**src/rtl/decode_order_arbiter.sv**
```systemverilog
// decode_order_arbiter
//
// Sequencing controller for the shared decode output mux. The A, B and D
// format decoders each own one holding entry. Every cycle the oldest valid
// entry (smallest major ID, then smallest minor ID, then A > B > D on an exact
// tie) is granted and its IDs are registered onto the mux select outputs.
// Decoders whose entry is valid but not granted are back-pressured.
//
// Ports
//   clock_i, reset_i         clock and synchronous active-high reset
//   flush_i                  drops every buffered entry and the inputs of that cycle
//   stall_i                  downstream stall: freezes outputs, suppresses grants
//   {A,B,D}enable_i          decoder presents a valid instruction
//   {A,B,D}MajId_i/MinId_i   IDs of the presented instruction
//   {A,B,D}stall_o           decoder must hold; its input is not accepted
//   enable_o                 granted instruction valid at the mux output
//   select_o                 mux source 0=A, 1=B, 2=D
//   majID_o, minID_o         IDs of the granted instruction
//   pending_o                number of valid holding entries

module decode_order_arbiter #(
  parameter int instructionCounterWidth = 64,
  parameter int instMinIdWidth          = 7
) (
  input  logic                               clock_i,
  input  logic                               reset_i,
  input  logic                               flush_i,
  input  logic                               stall_i,
  input  logic                               Aenable_i,
  input  logic                               Benable_i,
  input  logic                               Denable_i,
  input  logic [instructionCounterWidth-1:0] AMajId_i,
  input  logic [instructionCounterWidth-1:0] BMajId_i,
  input  logic [instructionCounterWidth-1:0] DMajId_i,
  input  logic [instMinIdWidth-1:0]          AMinId_i,
  input  logic [instMinIdWidth-1:0]          BMinId_i,
  input  logic [instMinIdWidth-1:0]          DMinId_i,
  output logic                               Astall_o,
  output logic                               Bstall_o,
  output logic                               Dstall_o,
  output logic                               enable_o,
  output logic [1:0]                         select_o,
  output logic [instructionCounterWidth-1:0] majID_o,
  output logic [instMinIdWidth-1:0]          minID_o,
  output logic [1:0]                         pending_o
);

  localparam int keyWidth = instructionCounterWidth + instMinIdWidth;

  // Index 0 = A, 1 = B, 2 = D throughout.
  logic [2:0]                         valid;
  logic [2:0]                         portEnable;
  logic [2:0]                         win;
  logic [2:0]                         grant;
  logic [2:0]                         portStall;
  logic [2:0]                         accept;
  logic [instructionCounterWidth-1:0] majIn   [3];
  logic [instMinIdWidth-1:0]          minIn   [3];
  logic [instructionCounterWidth-1:0] majHold [3];
  logic [instMinIdWidth-1:0]          minHold [3];
  logic [keyWidth-1:0]                keyA, keyB, keyD;

  logic                               enableQ;
  logic [1:0]                         selectQ;
  logic [instructionCounterWidth-1:0] majQ;
  logic [instMinIdWidth-1:0]          minQ;
  logic [1:0]                         grantCode;
  logic [instructionCounterWidth-1:0] grantMaj;
  logic [instMinIdWidth-1:0]          grantMin;

  assign portEnable = {Denable_i, Benable_i, Aenable_i};
  assign majIn[0] = AMajId_i;
  assign majIn[1] = BMajId_i;
  assign majIn[2] = DMajId_i;
  assign minIn[0] = AMinId_i;
  assign minIn[1] = BMinId_i;
  assign minIn[2] = DMinId_i;

  // Concatenating major above minor makes a single unsigned compare give
  // the major-then-minor age order.
  assign keyA = {majHold[0], minHold[0]};
  assign keyB = {majHold[1], minHold[1]};
  assign keyD = {majHold[2], minHold[2]};

  // Ties go to the earlier port: A uses <= against both, B uses < against A
  // and <= against D, D uses < against both.
  assign win[0] = valid[0] & (~valid[1] | (keyA <= keyB)) & (~valid[2] | (keyA <= keyD));
  assign win[1] = valid[1] & (~valid[0] | (keyB <  keyA)) & (~valid[2] | (keyB <= keyD));
  assign win[2] = valid[2] & (~valid[0] | (keyD <  keyA)) & (~valid[1] | (keyD <  keyB));

  assign grant     = win & {3{~stall_i & ~flush_i}};
  assign portStall = valid & ~grant & {3{~flush_i}};
  // A granted port has portStall low, so it may refill on the same edge.
  assign accept    = portEnable & ~portStall & {3{~flush_i}};

  assign Astall_o = portStall[0];
  assign Bstall_o = portStall[1];
  assign Dstall_o = portStall[2];

  // Holding entries: a new accept wins over the clear from a grant.
  always_ff @(posedge clock_i) begin
    if (reset_i) begin
      valid <= '0;
    end else begin
      for (int i = 0; i < 3; i++) begin
        if (flush_i) begin
          valid[i] <= 1'b0;
        end else if (accept[i]) begin
          valid[i]   <= 1'b1;
          majHold[i] <= majIn[i];
          minHold[i] <= minIn[i];
        end else if (grant[i]) begin
          valid[i] <= 1'b0;
        end
      end
    end
  end

  // Select the granted entry's code and IDs (grant is one-hot or zero).
  always_comb begin
    grantCode = 2'd0;
    grantMaj  = majHold[0];
    grantMin  = minHold[0];
    if (grant[1]) begin
      grantCode = 2'd1;
      grantMaj  = majHold[1];
      grantMin  = minHold[1];
    end else if (grant[2]) begin
      grantCode = 2'd2;
      grantMaj  = majHold[2];
      grantMin  = minHold[2];
    end
  end

  // Output registers: flush only drops enable, stall freezes everything,
  // an idle cycle drops enable but keeps the last select and IDs.
  always_ff @(posedge clock_i) begin
    if (reset_i) begin
      enableQ <= 1'b0;
      selectQ <= 2'd0;
      majQ    <= '0;
      minQ    <= '0;
    end else if (flush_i) begin
      enableQ <= 1'b0;
    end else if (!stall_i) begin
      if (|grant) begin
        enableQ <= 1'b1;
        selectQ <= grantCode;
        majQ    <= grantMaj;
        minQ    <= grantMin;
      end else begin
        enableQ <= 1'b0;
      end
    end
  end

  assign enable_o  = enableQ;
  assign select_o  = selectQ;
  assign majID_o   = majQ;
  assign minID_o   = minQ;
  assign pending_o = {1'b0, valid[0]} + {1'b0, valid[1]} + {1'b0, valid[2]};

endmodule
```
**config.mk**
```make
export PLATFORM = sky130hd
export DESIGN_NAME = decode_order_arbiter
export DESIGN_NICKNAME = d
export VERILOG_FILES = /design/src/rtl/decode_order_arbiter.sv
export SDC_FILE = /design/constraint.sdc
export NUM_CORES = 1
export LEC_CHECK = 0
export ABC_AREA = 1
export ABC_CLOCK_PERIOD_IN_PS = 13300
export BUFFER_PORTS_ARGS = -buffer_cell sky130_fd_sc_hd__buf_2
export CAP_MARGIN = 40
export CORE_MARGIN = 2
export CORE_UTILIZATION = 35
export DETAILED_ROUTE_END_ITERATION = 10
export SLEW_MARGIN = 20
export SYNTH_ARGS = -nofsm -noshare
export SYNTH_HDL_FRONTEND = slang
export SYNTH_SLANG_ARGS = --single-unit
```
**constraint.sdc**
```tcl
create_clock -name clock_i -period 13.3 [get_ports clock_i]
set_input_delay 1.33 -clock clock_i [delete_from_list [all_inputs] [get_ports clock_i]]
set_output_delay 1.33 -clock clock_i [all_outputs]
set_load 0.03 [all_outputs]
```
* Yosys cells after proc, flatten, opt, wreduce, memory -nomap -nowiden
Memory sizes are Yosys's and may differ from the RTL's.
Cells that the tools add are included.
** Storage, ports and cells
- Word-level logic and storage cells :: 73
- Memories kept :: 2
- Output and inout bits :: 79
- Register bits :: 77
- Bits of input ports :: 220
- Memory bits (writable) :: 213
** Memories
- majHold :: words 3, bits a word 64, rd ports 3, clocked after memory_dff 0, write ports 3, line 59 : logic [instructionCounterWidth-1:0] majHold [3];
- minHold :: words 3, bits a word 7, rd ports 3, clocked after memory_dff 0, write ports 3, line 60 : logic [instMinIdWidth-1:0] minHold [3];
** Cells by class
- Magnitude comparators :: 6
- Multiplexer cells :: 25
- Add/subtract/negate cells :: 2
- Reductions and logical operators :: 6
- Bitwise gates (word level) :: 25
** Operators by type and width (number)
- $le A71 B71 Y1 :: 3
- $lt A71 B71 Y1 :: 3
- $mux W64 :: 2
- $mux W1 :: 19
- $and A3 B3 Y3 :: 5
- $mux W7 :: 2
- $and A1 B1 Y1 :: 7
- $not A3 Y3 :: 2
- $or A1 B1 Y1 :: 6
- $reduce_bool A2 Y1 :: 3
- $not A1 Y1 :: 5
- $mux W2 :: 2
- $reduce_and A3 Y1 :: 1
- $reduce_or A3 Y1 :: 1
- $add A1 B1 Y2 :: 1
- $add A2 B1 Y2 :: 1
- $reduce_or A2 Y1 :: 1

* Longest topological paths before layout
Gate-level depths: netlist of run 1.
- Word-level depth :: 15
- Depth in mapped cells :: 23

* Worst setup path before layout of run 1
No wires, ideal clock.
- Kind :: input to register
- Start :: in stall_i
- End :: mem majHold[0][0], enable pin
- Library setup time :: 0.676 ns
- Data arrival time :: 8.864 ns
- Setup slack :: 3.760 ns
- Buffers on the path :: 0
- Stages on the path :: 6
- Required time :: 12.624 ns
- Cells stage by stage :: or2_2 > nor2_1 > nand3_2 > nand2_1 > nor2_1 > nor4_1
** RTL lines
- from (decl) :: line 28 : input logic stall_i,
- to (decl) :: line 59

==> results.json, run 1 <==
{
  "async_reset_ff_frac": 0,
  "synth_edf_count": 213,
  "layout_common_cells": "nand2_1, inv_1, buf_2",
  "area_delta_synth_final_pct": 20.1,
  "fin_cells": 3042,
  "fp-row-count": 81,
  "clk_pin_slew_ns": 0.06,
  "final_antenna_net_count": 0,
  "io_buffers": 298,
  "avgRoutedWirePerCell_um": 17.8,
  "crit_path_cell_trace": "ha_1 -> nand2_1 -> nor2_1 -> inv_1 -> nor3_1 -> nand2_1 -> nand2_1 -> nand2_1 -> nand2_1 -> nor2_1 -> nand2_1 -> nand2_2 -> buf_4 -> buf_16 -> nand3_4 -> buf_16 -> nand2_1 -> nor2_1 -> buf_2",
  "die_x_um": 226,
  "clkPwrFrac": 0.442,
  "syn_area_per_cell_um2": 8.38,
  "dp_cells": 2978,
  "reg2regPathDepth": 17,
  "cts_root_buf": "clkbuf_16",
  "fmax_mhz": 179,
  "viasPerCell": 4.83,
  "critPathMaxFanout": 51,
  "crit_slowest_cell": "edfxtp_1",
  "netlist.area_leader.share": 0.370,
  "crit_type": "flip-flop to output pin",
  "rr_endpoint": "majHold[0][149]",
  "hold_violations": 0,
  "dr.pass1.iters": 7,
  "hold_path_end": "select_o[1]",
  "drc_errors": 0,
  "insertedDiodeCount": 0,
  "fp.dieArea_mm2": 0.0512,
  "comb_power_share": 0.110,
  "hp-start": "select_o[1]",
  "p_int_mw": 1.72,
  "arrival_ns": 4.25,
  "syn_inst": 2064,
  "cts_tree": "yes",
  "start_util": 0.354,
  "drv_cap": 0,
  "ys_seq_area_frac": 0.459,
  "synth_flop_cell": "edfxtp_1",
  "postCtsResizedCells": 0,
  "setup_tns_ns": 0,
  "syn-num-nets": 2498,
  "post_cts_buffers": 0,
  "yosys.area.top_type": "edfxtp_1",
  "die_h_um": 226,
  "design_area_mm2": 0.0208,
  "ios": 299,
  "drt_iter0_drc": 935,
  "final_core_util": 0.425,
  "vias": 14700,
  "crit_path_frequent_cell": "nand2_1",
  "seqPwrFrac": 0.448,
  "grt_pass1_vias": 14900,
  "p_sw_frac": 0.254,
  "worst_setup_path_start_kind": "flip-flop",
  "finalSetupViolations": 0,
  "finish.net_count": 2786,
  "cts_buffers": 36,
  "required_ns": 11.97,
  "yosys_warnings": 0,
  "netlist_area_mm2": 0.0173,
  "period_needed_ns": 5.58,
  "cts_hold_buf": 0,
  "final_max_slew_viol_count": 0,
  "grt_pass1_wl_um": 83000,
  "totalWireLength_um": 54200,
  "powerDensity_mw_per_mm2": 111,
  "core_mm2": 0.0488,
  "synth_cell_types": 31,
  "dp_hpwl_um": 40000,
  "clk_latency_ns": 0.55,
  "tightest_slew_ns": 0.791,
  "ys_ff_latch": 290,
  "critPathMaxStageDelay_ns": 0.43,
  "timing.rr.start": "majHold[0][147]",
  "yosys-top-cells-area": "edfxtp_1, ha_1, nand2_1, dfxtp_1, inv_1",
  "hp-class": "flip-flop to flip-flop",
  "relSlewSlack": 0.473,
  "r2r_setup_slack_ns": 8.20,
  "fin_crit_sh": 0.419,
  "p_sw_mw": 0.583,
  "setup.worst_path.end_class": "output pin",
  "clk_path_buf_depth": 3,
  "final_layout_size_suffix_gt1_frac": 0.164,
  "rsz0062_at_grt": "false",
  "htreeDepth": 2,
  "holdPathStages": 2,
  "layout.cells.most_common": "nand2_1",
  "routabilityCongestion": 0.847,
  "p_leak_nw": 10.5,
  "status": "completed",
  "max-vdd-ir-drop_mv": 0.102,
  "grt_max_degree": 63,
  "place_area_mm2": 0.0195,
  "skew_ns": 0.0143,
  "overflow": 0,
  "grt_antenna_before_repair": 0,
  "grt_usage": 0.212,
  "cts.sinks": 290
}
## cell families after synthesis
group	share of synthesized area
flip-flops	0.459
AND/OR/NAND/NOR	0.244
adder cells (fa/ha/maj)	0.155
AO/OA/AOI/OAI	0.0415
buffers and inverters	0.100
## registers in the layout, summed over array words and instances (netlist names)
register  cells
majID_o      64
enable_o      1
select_o      2
majHold     192
minHold      21
minID_o       7
valid         3
## power groups by stage
stage	Clock, mW	Combinational, mW	Sequential (mW)
after floorplan	0	0.128	1.07
after global routing	1.08	0.285	1.03
after global placement	0	0.246	1.05
after CTS	1.05	0.256	1.03
after detailed placement	0	0.254	1.05
final	1.02	0.253	1.03
## worst max-delay path: cells and delay by family, from the launching register on
family	cells	cell delay, ns
simple gates	13	1.76
fa+ha+maj	1	0.32
flops	1	0.43
buf+inv	5	1.16
## stage by stage
step	total power, mW	hold WS [ns]	setup WS, ns
after floorplan	1.20	0.501	3.76
after global placement	1.29	0.504	7.26
after detailed placement	1.30	0.506	8.15
after CTS	2.33	0.516	7.68
after global routing	2.40	0.561	7.40
final	2.30	0.529	7.72
## layout make-up
cell class | count | area [um2]
clock inverters | 22 | 255
clock buffers | 42 | 965
multi-input cells | 1343 | 7660
well taps | 664 | 831
flip-flops and latches | 290 | 7940
repair buffers | 318 | 1760
fillers | 4937 | 28100
inverters | 363 | 1360
## routing by layer
metal | GRT usage | wire length, um | part of all wire
met1 | 0.286 | 24400 | 0.45
met5 | 0 | 0 | 0
met2 | 0.353 | 25400 | 0.47
met4 | 0.0656 | 1240 | 0.023
met3 | 0.0306 | 3090 | 0.057
## how the worst max path moves through the flow
stage	cells after the start	startpoint	slack [ns]	endpoint
after global placement	18	majHold[0][59]	7.26	majID_o[23]
final	19	majHold[0][175]	7.72	Dstall_o
after floorplan	6	stall_i	3.76	majHold[0][0]
after global routing	17	majHold[0][95]	7.40	Bstall_o
after detailed placement	17	majHold[0][147]	8.15	majHold[0][140]
after CTS	19	majHold[0][175]	7.68	Dstall_o
## Yosys cell counts, types with 3 or more instances
cell type	count
o21bai_1	3
o21ai_0	15
nor3_1	6
buf_2	21
nand4_1	81
buf_6	8
nand2_1	494
a21o_1	13
dfxtp_1	77
ha_1	213
a21oi_1	91
nand3_1	156
edfxtp_1	213
inv_1	362
nand3_2	3
nor2_1	246
clkbuf_1	30
o21a_1	8
buf_4	8
(Power assumes the default switching activity.)
==> run 2, diff against run 1 <==
--- a/config.mk
+++ b/config.mk
@@ -6,7 +6,7 @@
 export NUM_CORES = 1
 export LEC_CHECK = 0
 export ABC_AREA = 1
-export ABC_CLOCK_PERIOD_IN_PS = 13300
+export ABC_CLOCK_PERIOD_IN_PS = 4950
 export BUFFER_PORTS_ARGS = -buffer_cell sky130_fd_sc_hd__buf_2
 export CAP_MARGIN = 40
 export CORE_MARGIN = 2
==> constraint.sdc (replaced) <==
create_clock -name clock_i -period 4.95 [get_ports clock_i]
set_input_delay 0.495 -clock clock_i [delete_from_list [all_inputs] [get_ports clock_i]]
set_output_delay 0.495 -clock clock_i [all_outputs]
set_load 0.03 [all_outputs]
==> run 2 against run 1 <==
  * Combinational power grew to 2.7 times the previous value
  * Clock skew grew 0.0095 ns
  * Non-clock buffer count up 5
  * Global-route usage is 0.26 points lower
  * Clock power rose to 2.7 times the previous value
  * Design area grew 0.30%
  * Critical path depth fell by 5
  * Total power rose to 2.7 times the previous value
  * Via count increased by 0.34%
  * Die area unchanged
  * Utilization increased by 0.13 points
  * Hold slack lost 0.42 ns
  * Largest cell class unchanged
==> results.json, run 2 (synthesis gave the netlist of run 1 again) <==
{
  "status": "completed",
  "grt_max_degree": 52,
  "fp-row-count": 81,
  "grt_antenna_before_repair": 2,
  "layout.cells.most_common": "nand2_1",
  "ios": 299,
  "die_x_um": 226,
  "comb_power_share": 0.111,
  "setup.worst_path.end_class": "output pin",
  "max-vdd-ir-drop_mv": 0.219,
  "hp-start": "BMajId_i[57]",
  "setup_tns_ns": 0,
  "critPathMaxFanout": 42,
  "worst_setup_path_start_kind": "flip-flop",
  "final_layout_size_suffix_gt1_frac": 0.164,
  "fin_crit_sh": 0.840,
  "clk_latency_ns": 0.56,
  "avgRoutedWirePerCell_um": 17.7,
  "tightest_slew_ns": 0.680,
  "routabilityCongestion": 0.871,
  "p_int_mw": 4.61,
  "reg2regPathDepth": 17,
  "required_ns": 4.45,
  "design_area_mm2": 0.0208,
  "clkPwrFrac": 0.442,
  "cts_buffers": 36,
  "hold_violations": 0,
  "critPathLaunch": "majHold[0][179]",
  "io_buffers": 298,
  "drc_errors": 0,
  "multi_input_area_mm2": 0.00768,
  "overflow": 0,
  "cts_hold_buf": 0,
  "cts_tree": "yes",
  "r2r_setup_slack_ns": 0.99,
  "clk_pin_slew_ns": 0.06,
  "rsz0062_at_grt": "false",
  "fmax_mhz": 241,
  "post_cts_buffers": 0,
  "insertedDiodeCount": 0,
  "finish.net_count": 2791,
  "start_util": 0.354,
  "arrival_ns": 3.66,
  "largest_reg_flops": 192,
  "viasPerCell": 4.83,
  "cp-endpoint": "Dstall_o",
  "num-fill-cells": 4957,
  "relSlewSlack": 0.547,
  "powerDensity_mw_per_mm2": 297,
  "seqCellArea_mm2": 0.00794,
  "final_antenna_net_count": 0,
  "core_mm2": 0.0488,
  "grt_pass1_wl_um": 81600,
  "fp.dieArea_mm2": 0.0512,
  "area_delta_synth_final_pct": 20.5,
  "final_max_slew_viol_count": 0,
  "top_register": "majHold",
  "seqPwrFrac": 0.446,
  "period_needed_ns": 4.16,
  "grt_pass1_vias": 14600,
  "finalSetupViolations": 0,
  "totalWireLength_um": 54000,
  "postCtsResizedCells": 0,
  "dp_hpwl_um": 40400,
  "place_area_mm2": 0.0196,
  "layout_common_cells": "nand2_1, inv_1, buf_2",
  "rr_endpoint": "majID_o[17]",
  "skew_ns": 0.0237,
  "htreeDepth": 2,
  "clk_path_buf_depth": 3,
  "timing.rr.start": "majHold[0][179]",
  "p_sw_frac": 0.256,
  "drv_cap": 0,
  "p_sw_mw": 1.59,
  "die_h_um": 226,
  "vias": 14700,
  "drt_iter0_drc": 1110,
  "hp-class": "primary input to flip-flop",
  "grt_usage": 0.210,
  "p_leak_nw": 10.5,
  "crit_type": "flip-flop to output pin",
  "dr.pass1.iters": 5,
  "cts_root_buf": "clkbuf_16",
  "cts.sinks": 290
}
[run 2: cell types whose count changed in the layout (fill, tap and decap cells not counted), moves of 2 or more]
cell,change
nor3b_4,+2
clkinv_2,-4
buf_4,+4
clkbuf_1,+5
nor3b_2,-2
[run 2: final cells by class]
type	instances	area share
clock inverter	19	0.0115
inverter	363	0.0654
sequential	290	0.381
timing repair buffer	323	0.0869
clock buffer	46	0.0466
tap	664	0.0399
multi-input combinational	1343	0.369
[run 2: worst min-delay path by stage]
| stage | to | slack [ns] | depth (start not counted) |
|---|---|---|---|
| 6_report | majHold[0][121] | 0.11 | 1 |
| 5_1_grt | majHold[0][117] | 0.09 | 1 |
| 4_1_cts | majHold[0][117] | 0.07 | 1 |
| 3_5_place_dp | enable_o | 0.48 | 2 |
| 3_3_place_gp | enable_o | 0.49 | 2 |
| 2_1_floorplan | valid[2] | 0.51 | 2 |
[run 2: worst max-delay path: stages (launching register included)]
cell      delay [ns]
edfxtp_1        0.43
ha_1            0.32
nand2_1         0.08
nor2_1          0.30
nand2_1         0.08
nor2_1          0.17
inv_1           0.10
a21oi_1         0.24
nor2_1          0.10
nand2_1         0.09
nand2_2         0.07
nand3_4         0.52
nand2_1         0.20
nor2_1          0.15
buf_2           0.22
[run 2: stage by stage]
step                hold slack, ns  power [mW]  setup slack [ns]  cells   util
global route                0.0897        6.43             0.550   3048  0.426
detailed placement           0.483        3.51              1.07   2983  0.402
CTS                         0.0749        6.26             0.796   3048  0.426
floorplan                    0.512        3.22             0.380   2064      -
finish                       0.113        6.19             0.793   3048  0.426
global placement             0.494        3.48             0.981   2978  0.399
[run 2: per-layer routing]
layer	vias up	GRT usage	wire, um	part of all wire
li1	7303	-	-	-
met1	6844	0.279	24200	0.45
met5	-	0	23	0.00043
met3	108	0.0368	3180	0.059
met2	477	0.342	24800	0.46
met4	4	0.0772	1790	0.033
[run 2: power groups by stage]
stage | clock network [mW] | registers (mW) | logic [mW]
2_1_floorplan | 0 | 2.87 | 0.347
3_3_place_gp | 0 | 2.81 | 0.670
3_5_place_dp | 0 | 2.82 | 0.690
4_1_cts | 2.80 | 2.77 | 0.695
5_1_grt | 2.88 | 2.77 | 0.772
6_report | 2.74 | 2.77 | 0.689
==> run 3, diff against run 2 <==
--- a/config.mk
+++ b/config.mk
@@ -5,8 +5,8 @@
 export SDC_FILE = /design/constraint.sdc
 export NUM_CORES = 1
 export LEC_CHECK = 0
-export ABC_AREA = 1
-export ABC_CLOCK_PERIOD_IN_PS = 4950
+export ABC_AREA = 0
+export ABC_CLOCK_PERIOD_IN_PS = 4000
 export BUFFER_PORTS_ARGS = -buffer_cell sky130_fd_sc_hd__buf_2
 export CAP_MARGIN = 40
 export CORE_MARGIN = 2
==> constraint.sdc (replaced) <==
create_clock -name clock_i -period 4 [get_ports clock_i]
set_input_delay 0.4 -clock clock_i [delete_from_list [all_inputs] [get_ports clock_i]]
set_output_delay 0.4 -clock clock_i [all_outputs]
set_load 0.03 [all_outputs]
==> run 3 against run 2 <==
  * Via count is 17% lower
  * Design area is 1.0% lower
  * Clock skew is 0.0012 ns lower
  * Non-clock buffer count is 111 higher
  * Combinational power is 8.7% higher
  * Critical path depth is 2 lower
  * Count of clock-buffer cells in the layout is 3 higher
  * Wire length is 9.5% lower
  * Synthesized cell count is 34% lower
  * Die area is 8.2% lower
==> results.json, run 3 <==
{
  "place_area_mm2": 0.0183,
  "viasPerCell": 5.04,
  "worst_hold_slack_ns": 0.0283,
  "yosys.area.top_type": "edfxtp_1",
  "cts_root_buf": "clkbuf_16",
  "die_x_um": 217,
  "clkPwrFrac": 0.435,
  "netlist_area_mm2": 0.0158,
  "setup.worst_path.end_class": "output pin",
  "fin_cells": 2418,
  "fmax_mhz": 251,
  "cp-endpoint": "Bstall_o",
  "final_max_slew_viol_count": 0,
  "clk_path_buf_depth": 3,
  "tightest_slew_ns": 0.599,
  "timing.rr.start": "majHold[0][113]",
  "dr.pass1.iters": 5,
  "setup_tns_ns": 0,
  "required_ns": 3.60,
  "drc_errors": 0,
  "grt_usage": 0.205,
  "synth.most_common_cell": "inv_1",
  "reg2regPathDepth": 14,
  "drv_cap": 0,
  "finalSetupViolations": 0,
  "grt_pass1_wl_um": 72600,
  "largest_reg_flops": 192,
  "critPathMaxStageDelay_ns": 0.55,
  "crit_slowest_cell": "or4_4",
  "num-fill-cells": 4031,
  "status": "completed",
  "syn-num-nets": 1788,
  "hp-class": "primary input to flip-flop",
  "vias": 12200,
  "top_register": "majHold",
  "finalPower_mw": 7.34,
  "layout.cells.most_common": "buf_2",
  "async_reset_ff_frac": 0,
  "p_leak_nw": 9.53,
  "start_util": 0.357,
  "crit_path_cell_trace": "inv_2 -> ha_4 -> a21o_1 -> a21o_1 -> a221o_1 -> o21a_1 -> or4_4 -> o311ai_4 -> nor2_4 -> nor2b_2 -> nor2b_4 -> buf_6",
  "powerDensity_mw_per_mm2": 356,
  "period_needed_ns": 3.98,
  "hold_violations": 0,
  "crit_path_frequent_cell": "a21o_1",
  "p_sw_frac": 0.246,
  "comb_power_share": 0.102,
  "cts_buffers": 37,
  "io_buffers": 298,
  "fp.dieArea_mm2": 0.0470,
  "p_int_mw": 5.54,
  "relSlewSlack": 0.597,
  "synth_cell_types": 54,
  "totalWireLength_um": 48900,
  "ys_top_cells_by_count": "inv_1, edfxtp_1, ha_1",
  "die_h_um": 217,
  "clk_pin_slew_ns": 0.06,
  "core_mm2": 0.0444,
  "clk_latency_ns": 0.56,
  "ys_ff_latch": 290,
  "rsz0062_at_grt": "true",
  "ys_seq_area_frac": 0.501,
  "syn_inst": 1354,
  "critPathLaunch": "majHold[0][113]",
  "routabilityCongestion": 0.841,
  "cts_tree": "yes",
  "grt_pass1_vias": 12400,
  "dp_hpwl_um": 35900,
  "yosys-top-cells-area": "edfxtp_1, ha_1, dfxtp_1, o221ai_2, inv_1",
  "crit_type": "flip-flop to output pin",
  "grt_antenna_before_repair": 3,
  "yosys_warnings": 0,
  "multi_input_area_mm2": 0.00707,
  "p_sw_mw": 1.81,
  "grt_max_degree": 52,
  "seqCellArea_mm2": 0.00794,
  "skew_ns": 0.0226,
  "final_antenna_net_count": 0,
  "htreeDepth": 2,
  "design_area_mm2": 0.0206,
  "synth_edf_count": 213,
  "fin_crit_sh": 0.996,
  "layout_common_cells": "buf_2, inv_1, edfxtp_1",
  "critPathMaxFanout": 3,
  "drt_iter0_drc": 740,
  "rr_endpoint": "majID_o[0]",
  "syn_area_per_cell_um2": 11.7,
  "final_layout_size_suffix_gt1_frac": 0.279,
  "r2r_setup_slack_ns": 0.12,
  "overflow": 0,
  "ios": 299,
  "finish.net_count": 2229,
  "synth_flop_cell": "edfxtp_1",
  "arrival_ns": 3.58,
  "cts.sinks": 290,
  "avgRoutedWirePerCell_um": 20.2,
  "fp-row-count": 77,
  "netlist.area_leader.share": 0.404,
  "seqPwrFrac": 0.463,
  "dp_cells": 2243,
  "worst_setup_path_start_kind": "flip-flop",
  "max-vdd-ir-drop_mv": 0.316,
  "area_delta_synth_final_pct": 30.1
}
==> run 3: power by group through the flow <==
stage	clock (mW)	combinational [mW]	sequential, mW
floorplan	0	0.320	3.49
global placement	0	0.647	3.46
detailed placement	0	0.659	3.46
CTS	3.29	0.741	3.40
global route	3.41	0.821	3.41
finish	3.20	0.749	3.40
==> run 3: worst min-delay path by stage <==
stage,startpoint,to,slack (ns),depth (start not counted)
finish,DMajId_i[58],majHold[0][186],0.03,1
global route,BMajId_i[42],majHold[0][106],0.003,1
CTS,AMajId_i[36],majHold[0][36],0.0002,1
detailed placement,select_o[0],select_o[0],0.48,2
global placement,select_o[0],select_o[0],0.48,2
floorplan,reset_i,select_o[0],0.47,1
==> run 3: final cells by class <==
type	count	share of cell area
well taps	592	0.0359
flip-flops and latches	290	0.385
repair buffers	434	0.140
clock inverters	18	0.00710
multi-input cells	808	0.343
clock buffers	49	0.0481
inverters	224	0.0408
diodes	3	0.000364
==> run 3: cell families (layout without fill, tap and decap cells) <==
logic type / after synthesis / after routing / share of synthesized area
flops: 290 / 290 / 0.501
simple gates: 265 / 265 / 0.0795
compound gates: 258 / 258 / 0.137
buf+inv: 256 / 725 / 0.0682
fa+ha+maj: 214 / 214 / 0.169
mux: 71 / 71 / 0.0449
other cells: 0 / 3 / 0
==> run 3: per-stage QoR <==
step	worst slack [ns]	util
4_1_cts	-0.0458	0.460
2_1_floorplan	0.0186	-
6_report	0.0153	0.464
3_3_place_gp	0.176	0.411
3_5_place_dp	0.0837	0.411
5_1_grt	-0.122	0.464
==> run 3: repair_timing <==
item | CTS | global route
endpoints found under the setup margin | 3 | 74
hold buffers | 86 | 0
pin swaps | 2 | 11
resized for setup | 19 | 23
setup buffers | 8 | 12
endpoints found under the hold margin | 86 | 0
==> run 3: per-layer routing <==
| metal | global-route usage | part of all wire | routed length [um] |
|---|---|---|---|
| met1 | 0.271 | 0.44 | 21700 |
| met2 | 0.336 | 0.47 | 22900 |
| met3 | 0.0439 | 0.062 | 3020 |
| met4 | 0.0635 | 0.026 | 1280 |
| met5 | 0 | 0.00018 | 9 |
==> run 3: critical path: cells and delay by family (launching register included) <==
family	cells	cell delay [ns]
compound gates	5	1.18
simple gates	4	0.98
flops	1	0.42
buf+inv	2	0.24
fa+ha+maj	1	0.20
